`config.mk`:
```
export PLATFORM = sky130hd
export DESIGN_NAME = alu_sequencer
export DESIGN_NICKNAME = d
export VERILOG_FILES = /design/src/rtl/alu_sequencer.sv
export SDC_FILE = /design/constraint.sdc
export NUM_CORES = 1
export LEC_CHECK = 0
export CORE_ASPECT_RATIO = 1.2
export CORE_MARGIN = 2
export CORE_UTILIZATION = 46
export CTS_BUF_LIST = sky130_fd_sc_hd__clkbuf_8
export CTS_CLUSTER_DIAMETER = 150
export DETAILED_ROUTE_END_ITERATION = 8
export GPL_TIMING_DRIVEN = 0
export PLACE_DENSITY = 0.83
export SLEW_MARGIN = 20
export SYNTH_ARGS = -nofsm -noshare
export SYNTH_HDL_FRONTEND = slang
export SYNTH_SLANG_ARGS = --single-unit
export TNS_END_PERCENT = 20
```
`constraint.sdc`:
```
create_clock -name clk -period 2.6 [get_ports clk]
set_input_delay 0.52 -clock clk [delete_from_list [all_inputs] [get_ports clk]]
set_output_delay 0.52 -clock clk [all_outputs]
set_load 0.02 [all_outputs]
```
`src/rtl/alu_sequencer.sv`:
```
// alu_sequencer: 4-cycle IDLE/DECODE/EXEC/WB execute controller for the 16-bit ALU datapath.
// Optional macro SEQ_BCOND_EN adds conditional-branch support (op 1100) and its two outputs.
module alu_sequencer #(
    parameter int DATA_W = 16,
    parameter int REG_AW = 4
) (
    input  logic              clk,
    input  logic              reset_n,
    input  logic              instr_valid,
    output logic              instr_ready,
    input  logic [15:0]       instr,
    output logic [REG_AW-1:0] rf_ra,
    output logic [REG_AW-1:0] rf_rb,
    input  logic [DATA_W-1:0] rf_a,
    input  logic [DATA_W-1:0] rf_b,
    output logic [DATA_W-1:0] alu_a,
    output logic [DATA_W-1:0] alu_b,
    output logic [7:0]        alu_op,
    input  logic [DATA_W-1:0] alu_c,
    input  logic [4:0]        alu_flags,
    output logic              wb_en,
    output logic [REG_AW-1:0] wb_addr,
    output logic [DATA_W-1:0] wb_data,
    output logic [4:0]        psr,
    output logic              done,
    output logic              illegal
`ifdef SEQ_BCOND_EN
    ,
    output logic              branch_taken,
    output logic [15:0]       branch_disp
`endif
);

    typedef enum logic [1:0] {IDLE, DECODE, EXEC, WB} state_t;

    state_t             state_reg, state_next;
    logic [15:0]        ir_reg;
    logic [DATA_W-1:0]  res_reg;
    logic [4:0]         fl_reg;
    logic [4:0]         psr_reg;

    logic [3:0]         op, ext;
    logic               rtype;
    logic               cls_legal, cls_wb;
    logic [4:0]         cls_mask;

    assign op    = ir_reg[15:12];
    assign ext   = ir_reg[7:4];
    assign rf_ra = ir_reg[11:8];
    assign rf_rb = ir_reg[3:0];
    assign psr   = psr_reg;
    assign rtype = (op == 4'b0000) || ((op == 4'b1000) && ((ext == 4'b0100) || (ext == 4'b0110)));

    // Register and immediate forms share one code space: {legal, writes_back, mask}
    function automatic logic [6:0] arith_class(input logic [3:0] code);
        case (code)
            4'b0101:                   arith_class = {2'b11, 5'b10100};
            4'b1001:                   arith_class = {2'b11, 5'b11111};
            4'b1011:                   arith_class = {2'b10, 5'b01011};
            4'b0001:                   arith_class = {2'b11, 5'b00010};
            4'b0110, 4'b0010, 4'b0011,
            4'b1101:                   arith_class = {2'b11, 5'b00000};
            default:                   arith_class = 7'b0;
        endcase
    endfunction

`ifdef SEQ_BCOND_EN
    logic is_bcond;
`endif

    always_comb begin
        {cls_legal, cls_wb, cls_mask} = 7'b0;
`ifdef SEQ_BCOND_EN
        is_bcond = 1'b0;
`endif
        case (op)
            4'b0000: {cls_legal, cls_wb, cls_mask} = arith_class(ext);
            4'b1000: begin
                if (ext == 4'b0100 || ext == 4'b0110 || ext[3:2] == 2'b00)
                    {cls_legal, cls_wb, cls_mask} = {2'b11, 5'b00000};
            end
            4'b1111: {cls_legal, cls_wb, cls_mask} = {2'b11, 5'b00000};
`ifdef SEQ_BCOND_EN
            4'b1100: begin
                {cls_legal, cls_wb, cls_mask} = {2'b10, 5'b00000};
                is_bcond = 1'b1;
            end
`endif
            default: {cls_legal, cls_wb, cls_mask} = arith_class(op);
        endcase
    end

    always_comb begin
        state_next  = state_reg;
        instr_ready = 1'b0;
        done        = 1'b0;
        illegal     = 1'b0;
        wb_en       = 1'b0;
        wb_addr     = '0;
        wb_data     = '0;
        case (state_reg)
            IDLE: begin
                instr_ready = 1'b1;
                if (instr_valid) state_next = DECODE;
            end
            DECODE: state_next = EXEC;
            EXEC:   state_next = WB;
            WB: begin
                state_next = IDLE;
                done       = 1'b1;
                illegal    = ~cls_legal;
                if (cls_legal && cls_wb) begin
                    wb_en   = 1'b1;
                    wb_addr = ir_reg[11:8];
                    wb_data = res_reg;
                end
            end
            default: state_next = IDLE;
        endcase
    end

`ifdef SEQ_BCOND_EN
    logic cond_true;
    always_comb begin
        cond_true = 1'b0;
        case (ir_reg[11:8])   // psr bits: C=4 L=3 F=2 Z=1 N=0
            4'b0000: cond_true = psr_reg[1];
            4'b0001: cond_true = ~psr_reg[1];
            4'b0010: cond_true = psr_reg[4];
            4'b0011: cond_true = ~psr_reg[4];
            4'b0100: cond_true = psr_reg[3];
            4'b0101: cond_true = ~psr_reg[3];
            4'b0110: cond_true = psr_reg[0];
            4'b0111: cond_true = ~psr_reg[0];
            4'b1000: cond_true = psr_reg[2];
            4'b1001: cond_true = ~psr_reg[2];
            4'b1010: cond_true = ~psr_reg[3] & ~psr_reg[1];
            4'b1011: cond_true = psr_reg[3] | psr_reg[1];
            4'b1100: cond_true = ~psr_reg[0] & ~psr_reg[1];
            4'b1101: cond_true = psr_reg[0] | psr_reg[1];
            4'b1110: cond_true = 1'b1;
            default: cond_true = 1'b0;
        endcase
        branch_taken = (state_reg == WB) && is_bcond && cond_true;
        branch_disp  = ((state_reg == WB) && is_bcond) ? {{8{ir_reg[7]}}, ir_reg[7:0]} : 16'h0000;
    end
`endif

    always_ff @(posedge clk or negedge reset_n) begin
        if (!reset_n) begin
            state_reg <= IDLE;
            ir_reg    <= '0;
            alu_a     <= '0;
            alu_b     <= '0;
            alu_op    <= '0;
            res_reg   <= '0;
            fl_reg    <= '0;
            psr_reg   <= '0;
        end else begin
            state_reg <= state_next;
            case (state_reg)
                IDLE: if (instr_valid) ir_reg <= instr;
                DECODE: begin
                    alu_a  <= rf_a;
                    alu_b  <= rtype ? rf_b : {{(DATA_W-8){1'b0}}, ir_reg[7:0]};
                    alu_op <= {op, ext};
                end
                EXEC: begin
                    res_reg <= alu_c;
                    fl_reg  <= alu_flags;
                end
                WB: psr_reg <= (psr_reg & ~cls_mask) | (fl_reg & cls_mask);
                default: ;
            endcase
        end
    end

endmodule

```
==> metrics.yaml, run 1 <==
outcome:
  outcome: "complete, no violations"
sta:
  finalMaxSlewViolations: 0
  fmax_mhz: 385
  period_needed_ns: 2.60
  clock_skew_ns: 0.0128
  setup_viol: 0
  tightest_slew_ns: 0.578
  max_slew_margin_pct: 61.5
  final.period_utilization_pct: 99.9
  worst_slack_ns: 0.00275
  rsz0062_at_grt: "yes"
  finalHoldViolCount: 0
final_layout:
  insertedDiodeCount: 0
  final_net_count: 600
  post-route-cell-area_sq_um: 6280
  layout-drive-gt1-share_pct: 35.8
  synthToLayoutAreaGrowth_pct: 59.0
yosys:
  ys_ff_latch: 84
  synth_edf_count: 0
  syn_avg_cell_area_sq_um: 11.4
  async_flop_share_pct: 100
  synth_cells: 347
  postSynthNetCount: 429
  yosysSeqAreaShare_pct: 53.2
  syn_area_sq_um: 3950
  yosysUniqueCellTypes: 37
  synth-main-ff-cell: "dfrtp_1"
  ys_warn_count: 0
clock_tree:
  cts_buffers: 9
  clkLatencyLatePin_ns: 0.36
  cts_tree: "built"
  clk_path_buf_depth: 2
  clk_pin_slew_ns: 0.09
  htree_levels: 3
  cts_root_buf: "clkbuf_8"
  clock-sinks: 84
pwr:
  p_leak_nw: 2.57
  peakVddDrop_uv: 790
  power_density_nw_per_um2: 1380
die:
  start_util_pct: 46.6
  coreArea_sq_um: 8470
  die_width_microns: 88.6
  die-height_microns: 106
  std_cell_rows: 37
  die-area_sq_um: 9350
  pin_count: 149
grt:
  antenna_found_initial: 0
  grt_pass1_vias: 3392
  track_usage_pct: 22.2
  grt_max_degree: 45
  overflow: 0
  grt_pass1_wl_microns: 16200
routing:
  totalWireLength_microns: 10600
  post-route-drc-count: 0
  vias: 3345
  vias_per_cell: 5.23
  wl_per_cell_microns: 16.5
  drt_iter0_drc: 159
  dr.pass1.iters: 4
  ant_nets: 0
critical_path:
  ff2ff_setup_slack_ns: 0.58
  timing.rr.start: "ir_reg[12]"
  crit_required_ns: 2.08
  cp-startpoint: "ir_reg[5]"
  path_class: "reg -> out"
  crit_path_end_kind: "primary output"
  worst_r2r_path_depth: 8
  arrival_ns: 2.08
  cp_max_fo: 3
  startpoint_type: "flop"
min_path:
  hold_class: "in -> async"
placed_design:
  dp_hpwl_microns: 7200
  dpl_cell_area_sq_um: 5600
  io_buffers: 148
  place.gp.congestion: 0.800
  dp_slack_ns: -0.398
run:
  cap_violations: 0
worst max-delay path, cell delays in order (launching register included):
cell      delay, ns
dfrtp_1        0.42
buf_6          0.14
ha_4           0.16
nor3b_4        0.24
o21ai_4        0.10
buf_4          0.14
o221ai_2       0.18
and2_1         0.17
buf_2          0.17
power breakdown:
| part | internal, W | switching, W | total, W |
|---|---|---|---|
| Clock | 0.000567 | 0.000474 | 0.00104 |
| Sequential | 0.00197 | 0.000380 | 0.00235 |
| Combinational | 0.00255 | 0.00271 | 0.00526 |
cell usage in the layout (no fill, tap or decap), drive strengths merged:
master / count
clkdlybuf4s50: 125
dfrtp: 84
mux2: 66
buf: 59
nand2: 35
nor3: 22
inv: 18
clkbuf: 17
o21ai: 16
nor2: 13
ha: 10
o22ai: 9
nand3: 8
a31oi: 8
a21oi: 5
mux2i: 4
nor3b: 4
nand2b: 3
clkinv: 2
bufinv: 2
nor2b: 2
or2: 1
a221oi: 1
o221ai: 1
and2: 1
or4: 1
xor2: 1
nand4: 1
nor4: 1
o21a: 1
o31ai: 1
clkinvlp: 1
cell type report:
class / instances / area (sq um)
clock inverter: 6 / 88.8
buffer: 29 / 198
fill: 560 / 2190
tap: 117 / 146
multi-input combinational: 215 / 1960
timing repair buffer: 162 / 1590
inverter: 17 / 63.8
clock buffer: 10 / 138
sequential: 84 / 2100
worst max-delay path by stage:
stage / endpoint / cells past startpoint
finish: illegal / 8
global route: wb_data[3] / 8
CTS: wb_data[11] / 8
detailed placement: wb_addr[2] / 9
global placement: alu_a[3] / 1
floorplan: wb_addr[0] / 8
metrics by stage:
stage | cells | utilization (%) | TNS, ns | hold WS, ns | total power (W)
final | 640 | 74.1 | 0 | 0.153 | 0.00865
after global routing | 640 | 74.1 | -0.807 | 0.191 | 0.00915
after CTS | 636 | 70.1 | -0.204 | 0.167 | 0.00798
after detailed placement | 613 | 66.1 | -7.56 | 0.486 | 0.00667
after global placement | 612 | 65.9 | -168.33 | 0.466 | 0.00650
after floorplan | 347 | - | 0 | 0.224 | 0.00497
what timing repair did:
item,4_1_cts,5_1_grt
pin swaps,11,12
hold buffers,0,0
setup buffers,6,5
setup endpoints to repair,22,22
resized for setup,157,72
gates cloned,2,1
cells by family after synthesis:
family                     after synthesis  share of synthesized area, %
and+or+nand+nor                         92                          11.0
DFF                                     84                          53.2
muxes                                   70                          20.0
buffers and inverters                   48                          5.89
AOI/OAI and AO/OA                       42                          6.55
adders and majority gates               10                          3.17
xor gates and xnor gates                 1                         0.222
cells in the mapped netlist, types with 2 or more instances:
cell | number | area, sq um
o21ai_0 | 5 | 25.0
nand2b_1 | 3 | 18.8
nand3_1 | 8 | 40.0
buf_1 | 2 | 7.51
a21oi_1 | 5 | 25.0
mux2_4 | 2 | 30.0
o22ai_1 | 9 | 56.3
inv_1 | 17 | 63.8
a31oi_1 | 8 | 50.1
nand2_1 | 35 | 131
mux2i_1 | 4 | 40.0
buf_2 | 12 | 60.1
nor2b_1 | 2 | 12.5
ha_1 | 10 | 125
buf_4 | 8 | 60.1
mux2_2 | 61 | 687
dfrtp_1 | 84 | 2100
nor3_1 | 22 | 110
clkbuf_1 | 8 | 30.0
mux2_1 | 3 | 33.8
nor3b_1 | 3 | 22.5
o21ai_1 | 9 | 45.0
nor2_1 | 13 | 48.8
metal layers:
layer	global-route usage, %	vias to the layer above	part of all wire, %
met1	25.8	1665	39
met4	7.25	0	1.6
met3	4.46	15	5.8
met5	0	-	0
li1	-	1535	-
met2	40.1	130	54
Power figures use the tool's default switching activity.
==> run 2, diff against run 1 <==
ABC_AREA = 1   (was not set)
CAP_MARGIN = 20   (was not set)
CORE_UTILIZATION = 45   (was 46)
PLACE_DENSITY = 0.82   (was 0.83)
==> run 2 against run 1 <==
Against the previous run:
- the run now ends with negative setup slack left
- sequential power shrank 6%
- maximum frequency decreased by 2.5%
- synthesized cell count is 29% higher
- core utilization decreased by 3.7 points
- combinational power shrank 26%
- sequential share of layout area up 1.7 points
- via count grew 6.7%
- register-to-register slack improved by 0.20 ns
- worst hold slack improved by 0.011 ns
- final area is 5.0% lower
- clock skew is 0.0028 ns lower
- critical endpoint is now wb_data[9]
==> metrics.yaml, run 2 <==
yosys:
  postSynthNetCount: 528  # +23%
  ys_warn_count: 0  # unchanged
  netlist.area_leader.share_pct: 54.4  # +1.2 points
  synth_cells: 446  # +29%
  ys_ff_latch: 84  # unchanged
  synth_edf_count: 0  # unchanged
  async_flop_share_pct: 100  # unchanged
  synth_area_leaders: "dfrtp_1 54%, nand2_1 12%, o21ai_0 4.5%"
  synth_mux_area_share_pct: 1.75  # -18 points
  synth_most_common_cell: "nand2_1"
  synth_compound_area_share_pct: 8.71  # +2.2 points
  synth_common_cells: "119 x nand2_1, 84 x dfrtp_1, 42 x inv_1, 41 x nor2_1, 35 x o21ai_0"
  yosysSeqAreaShare_pct: 54.4  # +1.2 points
  synthXorXnorAreaFrac_pct: 0  # -0.22 points
  yosysUniqueCellTypes: 27  # -27%
  syn_area_sq_um: 3860  # -2.2%
  synthAdderAreaFrac_pct: 3.24  # +0.073 points
  synth_top_family_by_area: "simple AND/OR/NAND/NOR gates"
  synth_largest_area_cell: "dfrtp_1"
  post_synth_and_or_nand_nor_area_fraction_pct: 23.6  # +13 points
  syn_avg_cell_area_sq_um: 8.66  # -24%
  synth-main-ff-cell: "dfrtp_1"
critical_path:
  crit_required_ns: 2.08  # about the same
  ff2ff_setup_slack_ns: 0.78  # +0.20 ns
  worst_r2r_path_depth: 7  # -1
  cp_max_fo: 5  # +2
  timing.rr.start: "state_reg[1]"
  startpoint_type: "flop"
  arrival_ns: 2.14  # +0.06 ns
  path_class: "reg -> out"
  worstReg2RegEnd: "alu_b[5]"
  crit_path_end_kind: "primary output"
die:
  coreArea_sq_um: 8470  # unchanged
  die-height_microns: 105  # about the same
  die_width_microns: 88.6  # about the same
  pin_count: 149  # unchanged
  start_util_pct: 45.6  # -1.0 points
  std_cell_rows: 37  # unchanged
  die-area_sq_um: 9340  # about the same
sta:
  period_needed_ns: 2.66  # +0.0667 ns
  clock_skew_ns: 0.0100  # -0.00276 ns
  setup_viol: 19  # +19
  setup_tns_ns: -0.509  # -0.509 ns
  tightest_slew_ns: 0.618  # +0.0403 ns
  max_slew_margin_pct: 58.8  # -2.7 points
  final.period_utilization_pct: 102  # +2.6 points
  fmax_mhz: 375  # -2.5%
  finalMaxSlewViolations: 0  # unchanged
  rsz0062_at_grt: "yes"
  worst_slack_ns: -0.0639  # -0.0667 ns
  finalHoldViolCount: 0  # unchanged
clock_tree:
  clock-sinks: 84  # unchanged
  cts_tree: "built"
  clk_path_buf_depth: 2  # unchanged
  clk_pin_slew_ns: 0.09  # about the same
  cts_hold_buf: 0  # unchanged
  cts_buffers: 9  # unchanged
  cts_root_buf: "clkbuf_8"
  htree_levels: 3  # unchanged
  clkLatencyLatePin_ns: 0.35  # about the same
routing:
  wl_per_cell_microns: 13.8  # -16%
  drt_iter0_drc: 181  # +14%
  ant_nets: 0  # unchanged
  post-route-drc-count: 0  # unchanged
  vias_per_cell: 4.82  # -7.9%
  totalWireLength_microns: 10300  # -3.0%
  vias: 3568  # +6.7%
  dr.pass1.iters: 4  # unchanged
pwr:
  peakVddDrop_uv: 593  # -25%
  p_leak_nw: 2.83  # +10%
  power_density_nw_per_um2: 1180  # -14%
placed_design:
  io_buffers: 148  # unchanged
  dp_hpwl_microns: 7390  # +2.6%
  dp.cells: 712  # +16%
  place.gp.congestion: 0.887  # +11%
  dp_slack_ns: -0.294  # +0.104 ns
grt:
  grt_pass1_vias: 3418  # +0.77%
  overflow: 0  # unchanged
  grt_max_degree: 48  # +6.7%
  grt_pass1_wl_microns: 15800  # -2.4%
  grt_util_met2_pct: 36.3  # -3.9 points
  use_met1_pct: 25.3  # -0.50 points
  track_usage_pct: 21.7  # -0.56 points
  antenna_found_initial: 0  # unchanged
  busiest_layer: "met2"
  grt_use_met3_pct: 4.93  # +0.47 points
final_layout:
  post-route-util_pct: 70.4  # -3.7 points
  insertedDiodeCount: 0  # unchanged
  mostFrequentLayoutCell: "clkdlybuf4s50_1"
  final_cell_mix: "125 x clkdlybuf4s50_1, 119 x nand2_1, 84 x dfrtp_1"
  layout-drive-gt1-share_pct: 19.1  # -17 points
  synthToLayoutAreaGrowth_pct: 54.4
  final_net_count: 701  # +17%
  finalNonFillerCells: 741  # +16%
min_path:
  hold_class: "in -> async"
outcome:
  outcome: "finished, violations left"
  violations: "negative setup slack"
run:
  cap_violations: 0  # unchanged
-- run 2: report_power, final --
part           internal, W  switching (W)
Sequential         0.00189       0.000306
Clock             0.000490       0.000465
Combinational      0.00170        0.00219
Total              0.00408        0.00296
-- run 2: critical path: stages (launching register included) --
cell       delay (ns)
dfrtp_1          0.42
inv_2            0.10
buf_4            0.13
ha_4             0.13
nand2_1          0.06
inv_1            0.06
nor2_1           0.04
nor2_1           0.11
nor2_1           0.05
nor2_2           0.15
nand2_4          0.13
clkbuf_16        0.18
nor2_2           0.09
buf_4            0.15
-- run 2: worst max-delay path by stage --
stage,from,endpoint,slack (ns),cells after the start
2_1_floorplan,ir_reg[12],wb_addr[1],0.40,11
3_3_place_gp,reset_n,ir_reg[13],-1.91,1
3_5_place_dp,ir_reg[12],wb_data[14],-0.29,12
4_1_cts,ir_reg[13],wb_data[14],-0.04,12
5_1_grt,ir_reg[4],wb_addr[1],-0.19,12
6_report,ir_reg[5],wb_data[9],-0.06,13
-- run 2: final cells by class --
type                    instances  area (sq um)
well taps                     117           146
flip-flops and latches         84          2100
repair buffers                162          1620
clock buffers                  11           151
multi-input cells             291          1570
clock inverters                 5          51.3
plain buffers                  26           160
inverters                      45           171
fillers                       631          2510
-- run 2: cells by family after synthesis --
group | count (synthesis)
and+or+nand+nor | 209
DFF | 84
buffers and inverters | 71
AOI/OAI and AO/OA | 66
adders and majority gates | 10
muxes | 6
-- run 2: stage by stage --
| step | hold slack, ns | power (W) | area, sq um |
|---|---|---|---|
| floorplan | 0.224 | 0.00429 | 3860 |
| global placement | 0.454 | 0.00563 | 5490 |
| detailed placement | 0.458 | 0.00575 | 5510 |
| CTS | 0.179 | 0.00676 | 5710 |
| global route | 0.207 | 0.00753 | 5960 |
| finish | 0.164 | 0.00704 | 5960 |
-- run 2: layer usage --
| metal | part of all wire [%] | up-vias |
|---|---|---|
| met3 | 4.9 | 24 |
| met1 | 38 | 1712 |
| met2 | 54 | 103 |
| met4 | 3.3 | 0 |
| li1 | - | 1729 |
| met5 | 0 | - |
-- run 2: timing repair --
| action | in CTS | in global routing |
|---|---|---|
| cloned | 0 | 2 |
| pin swaps | 1 | 6 |
| resized for setup | 113 | 41 |
| setup endpoints to repair | 22 | 22 |
| buffers inserted | 5 | 6 |
==> run 3, diff against run 2 <==
CAP_MARGIN = not set   (was 20)
SLEW_MARGIN = 40   (was 20)
==> run 3 against run 2 <==
Against the previous run:
- the flow still finishes with violations (negative setup slack)
- highest routed layer unchanged
- clock skew is 0.0033 ns lower
- first-iteration DRC count is 17% lower
- critical endpoint is now wb_data[2]
- clock power hardly changed
==> metrics.yaml, run 3 (synthesis results as in run 2) <==
outcome:
  outcome: "finished, violations left"
  violations: "negative setup slack"
routing:
  vias_per_cell: 4.74  # -1.5%
  drt_iter0_drc: 151  # -17%
  totalWireLength_microns: 10300  # +0.27%
  wl_per_cell_microns: 13.9  # +0.41%
  ant_nets: 0  # unchanged
  dr.pass1.iters: 4  # unchanged
  post-route-drc-count: 0  # unchanged
  vias: 3508  # -1.7%
die:
  start_util_pct: 45.6  # unchanged
  die-height_microns: 105  # unchanged
  die_width_microns: 88.6  # unchanged
  pin_count: 149  # unchanged
  coreArea_sq_um: 8470  # unchanged
  die-area_sq_um: 9340  # unchanged
  std_cell_rows: 37  # unchanged
critical_path:
  critPathMaxStageDelay_ns: 0.39  # -0.03 ns
  crit_path_top_delay_cell: "dfrtp_1"
  cp_max_fo: 5  # unchanged
  startpoint_type: "flop"
  arrival_ns: 2.20  # +0.06 ns
  crit_path_end_kind: "primary output"
  crit_chain: "inv_2 -> ha_4 -> nand2_4 -> nor2_8 -> nand3_2 -> nor2_1 -> nor2_1 -> nor2_2 -> nand2_4 -> clkbuf_16 -> nor2_2 -> buf_6"
  crit_required_ns: 2.08  # about the same
  critical_path.top_delay_family: "simple AND/OR/NAND/NOR gates"
  path_class: "reg -> out"
  cp.buffers_inverters: 3  # -2
  ff2ff_setup_slack_ns: 0.75  # -0.03 ns
final_layout:
  final_net_count: 700  # -0.14%
  layout-drive-gt1-share_pct: 18.3  # -0.77 points
  insertedDiodeCount: 0  # unchanged
  n_fill_cell: 632  # +0.16%
  post-route-util_pct: 70.1  # -0.32 points
  mostFrequentLayoutCell: "clkdlybuf4s50_1"
  synthToLayoutAreaGrowth_pct: 53.7
  final_cell_mix: "125 x clkdlybuf4s50_1, 119 x nand2_1, 84 x dfrtp_1"
clock_tree:
  clock-sinks: 84  # unchanged
  clk_pin_slew_ns: 0.08  # about the same
  clk_path_buf_depth: 2  # unchanged
  htree_levels: 3  # unchanged
  clkLatencyLatePin_ns: 0.36  # about the same
  cts_buffers: 9  # unchanged
  cts_tree: "built"
  cts_root_buf: "clkbuf_8"
sta:
  finalHoldViolCount: 0  # unchanged
  worst_slack_ns: -0.120  # -0.0564 ns
  clock_skew_ns: 0.00668  # -0.00332 ns
  max_slew_margin_pct: 67.7  # +9.0 points
  setup_tns_ns: -1.83  # -1.32 ns
  setup_viol: 20  # +1
  period_needed_ns: 2.72  # +0.0564 ns
  final.period_utilization_pct: 105  # +2.2 points
  finalMaxSlewViolations: 0  # unchanged
  fmax_mhz: 368  # -2.1%
  tightest_slew_ns: 0.484  # -0.134 ns
  rsz0062_at_grt: "yes"
grt:
  overflow: 0  # unchanged
  track_usage_pct: 22.1  # +0.37 points
  grt_pass1_wl_microns: 16000  # +1.2%
  grt_max_degree: 48  # unchanged
  grt_pass1_vias: 3401  # -0.50%
  antenna_found_initial: 0  # unchanged
placed_design:
  dp_hpwl_microns: 7480  # +1.1%
  dp_slack_ns: -0.292  # +0.00237 ns
  io_buffers: 148  # unchanged
  place.gp.congestion: 0.887  # unchanged
min_path:
  hold_class: "in -> async"
pwr:
  power_density_nw_per_um2: 1180  # +0.33%
  p_leak_nw: 2.82  # -0.12%
  finalPower_w: 0.00703  # -0.14%
  peakVddDrop_uv: 694  # +17%
run:
  cap_violations: 0  # unchanged
-- run 3: per-layer routing --
| layer | track usage (%) | wire length, microns | up-vias |
|---|---|---|---|
| li1 | - | - | 1726 |
| met1 | 25.4 | 4030 | 1670 |
| met2 | 37.4 | 5440 | 89 |
| met3 | 5.32 | 474 | 23 |
| met4 | 11.0 | 332 | 0 |
| met5 | 0 | 0 | - |
-- run 3: path summary, 6_finish.rpt --
kind,endpoint,from,cells after the start
max in group asynchronous,ir_reg[15],reset_n,2
max reg2reg,alu_b[5],state_reg[1],7
min in group clk,alu_a[15],alu_a[15],2
max,wb_data[2],ir_reg[13],12
min,alu_a[5],reset_n,1
min reg2reg,alu_a[15],alu_a[15],2
-- run 3: cell type report --
type / count / area [sq um] / area share [%]
sequential: 84 / 2100 / 35.4
multi-input combinational: 291 / 1530 / 25.8
clock buffer: 11 / 151 / 2.55
buffer: 26 / 160 / 2.70
timing repair buffer: 161 / 1620 / 27.3
clock inverter: 5 / 51.3 / 0.864
tap: 117 / 146 / 2.47
inverter: 45 / 171 / 2.89
-- run 3: power by group --
group / leakage (nW) / internal, W / total (W) / switching, W
logic: 1.71 / 0.00169 / 0.00388 / 0.00218
clock network: 0.107 / 0.000490 / 0.000952 / 0.000462
registers: 1.01 / 0.00189 / 0.00220 / 0.000311
total: 2.82 / 0.00408 / 0.00703 / 0.00295
-- run 3: what timing repair did --
| item | in CTS | in global routing |
|---|---|---|
| buffers inserted | 5 | 5 |
| gates cloned | 1 | 1 |
| setup endpoints to repair | 22 | 22 |
| resized for setup | 126 | 26 |
| hold buffers | 0 | 0 |
| pin swaps | 5 | 7 |
-- run 3: metrics by stage --
stage | hold WS, ns | instance area [sq um] | std cells
finish | 0.0820 | 5940 | 740
detailed placement | 0.458 | 5510 | 712
global route | 0.104 | 5940 | 740
floorplan | 0.224 | 3860 | 446
global placement | 0.454 | 5490 | 711
CTS | 0.0894 | 5790 | 734
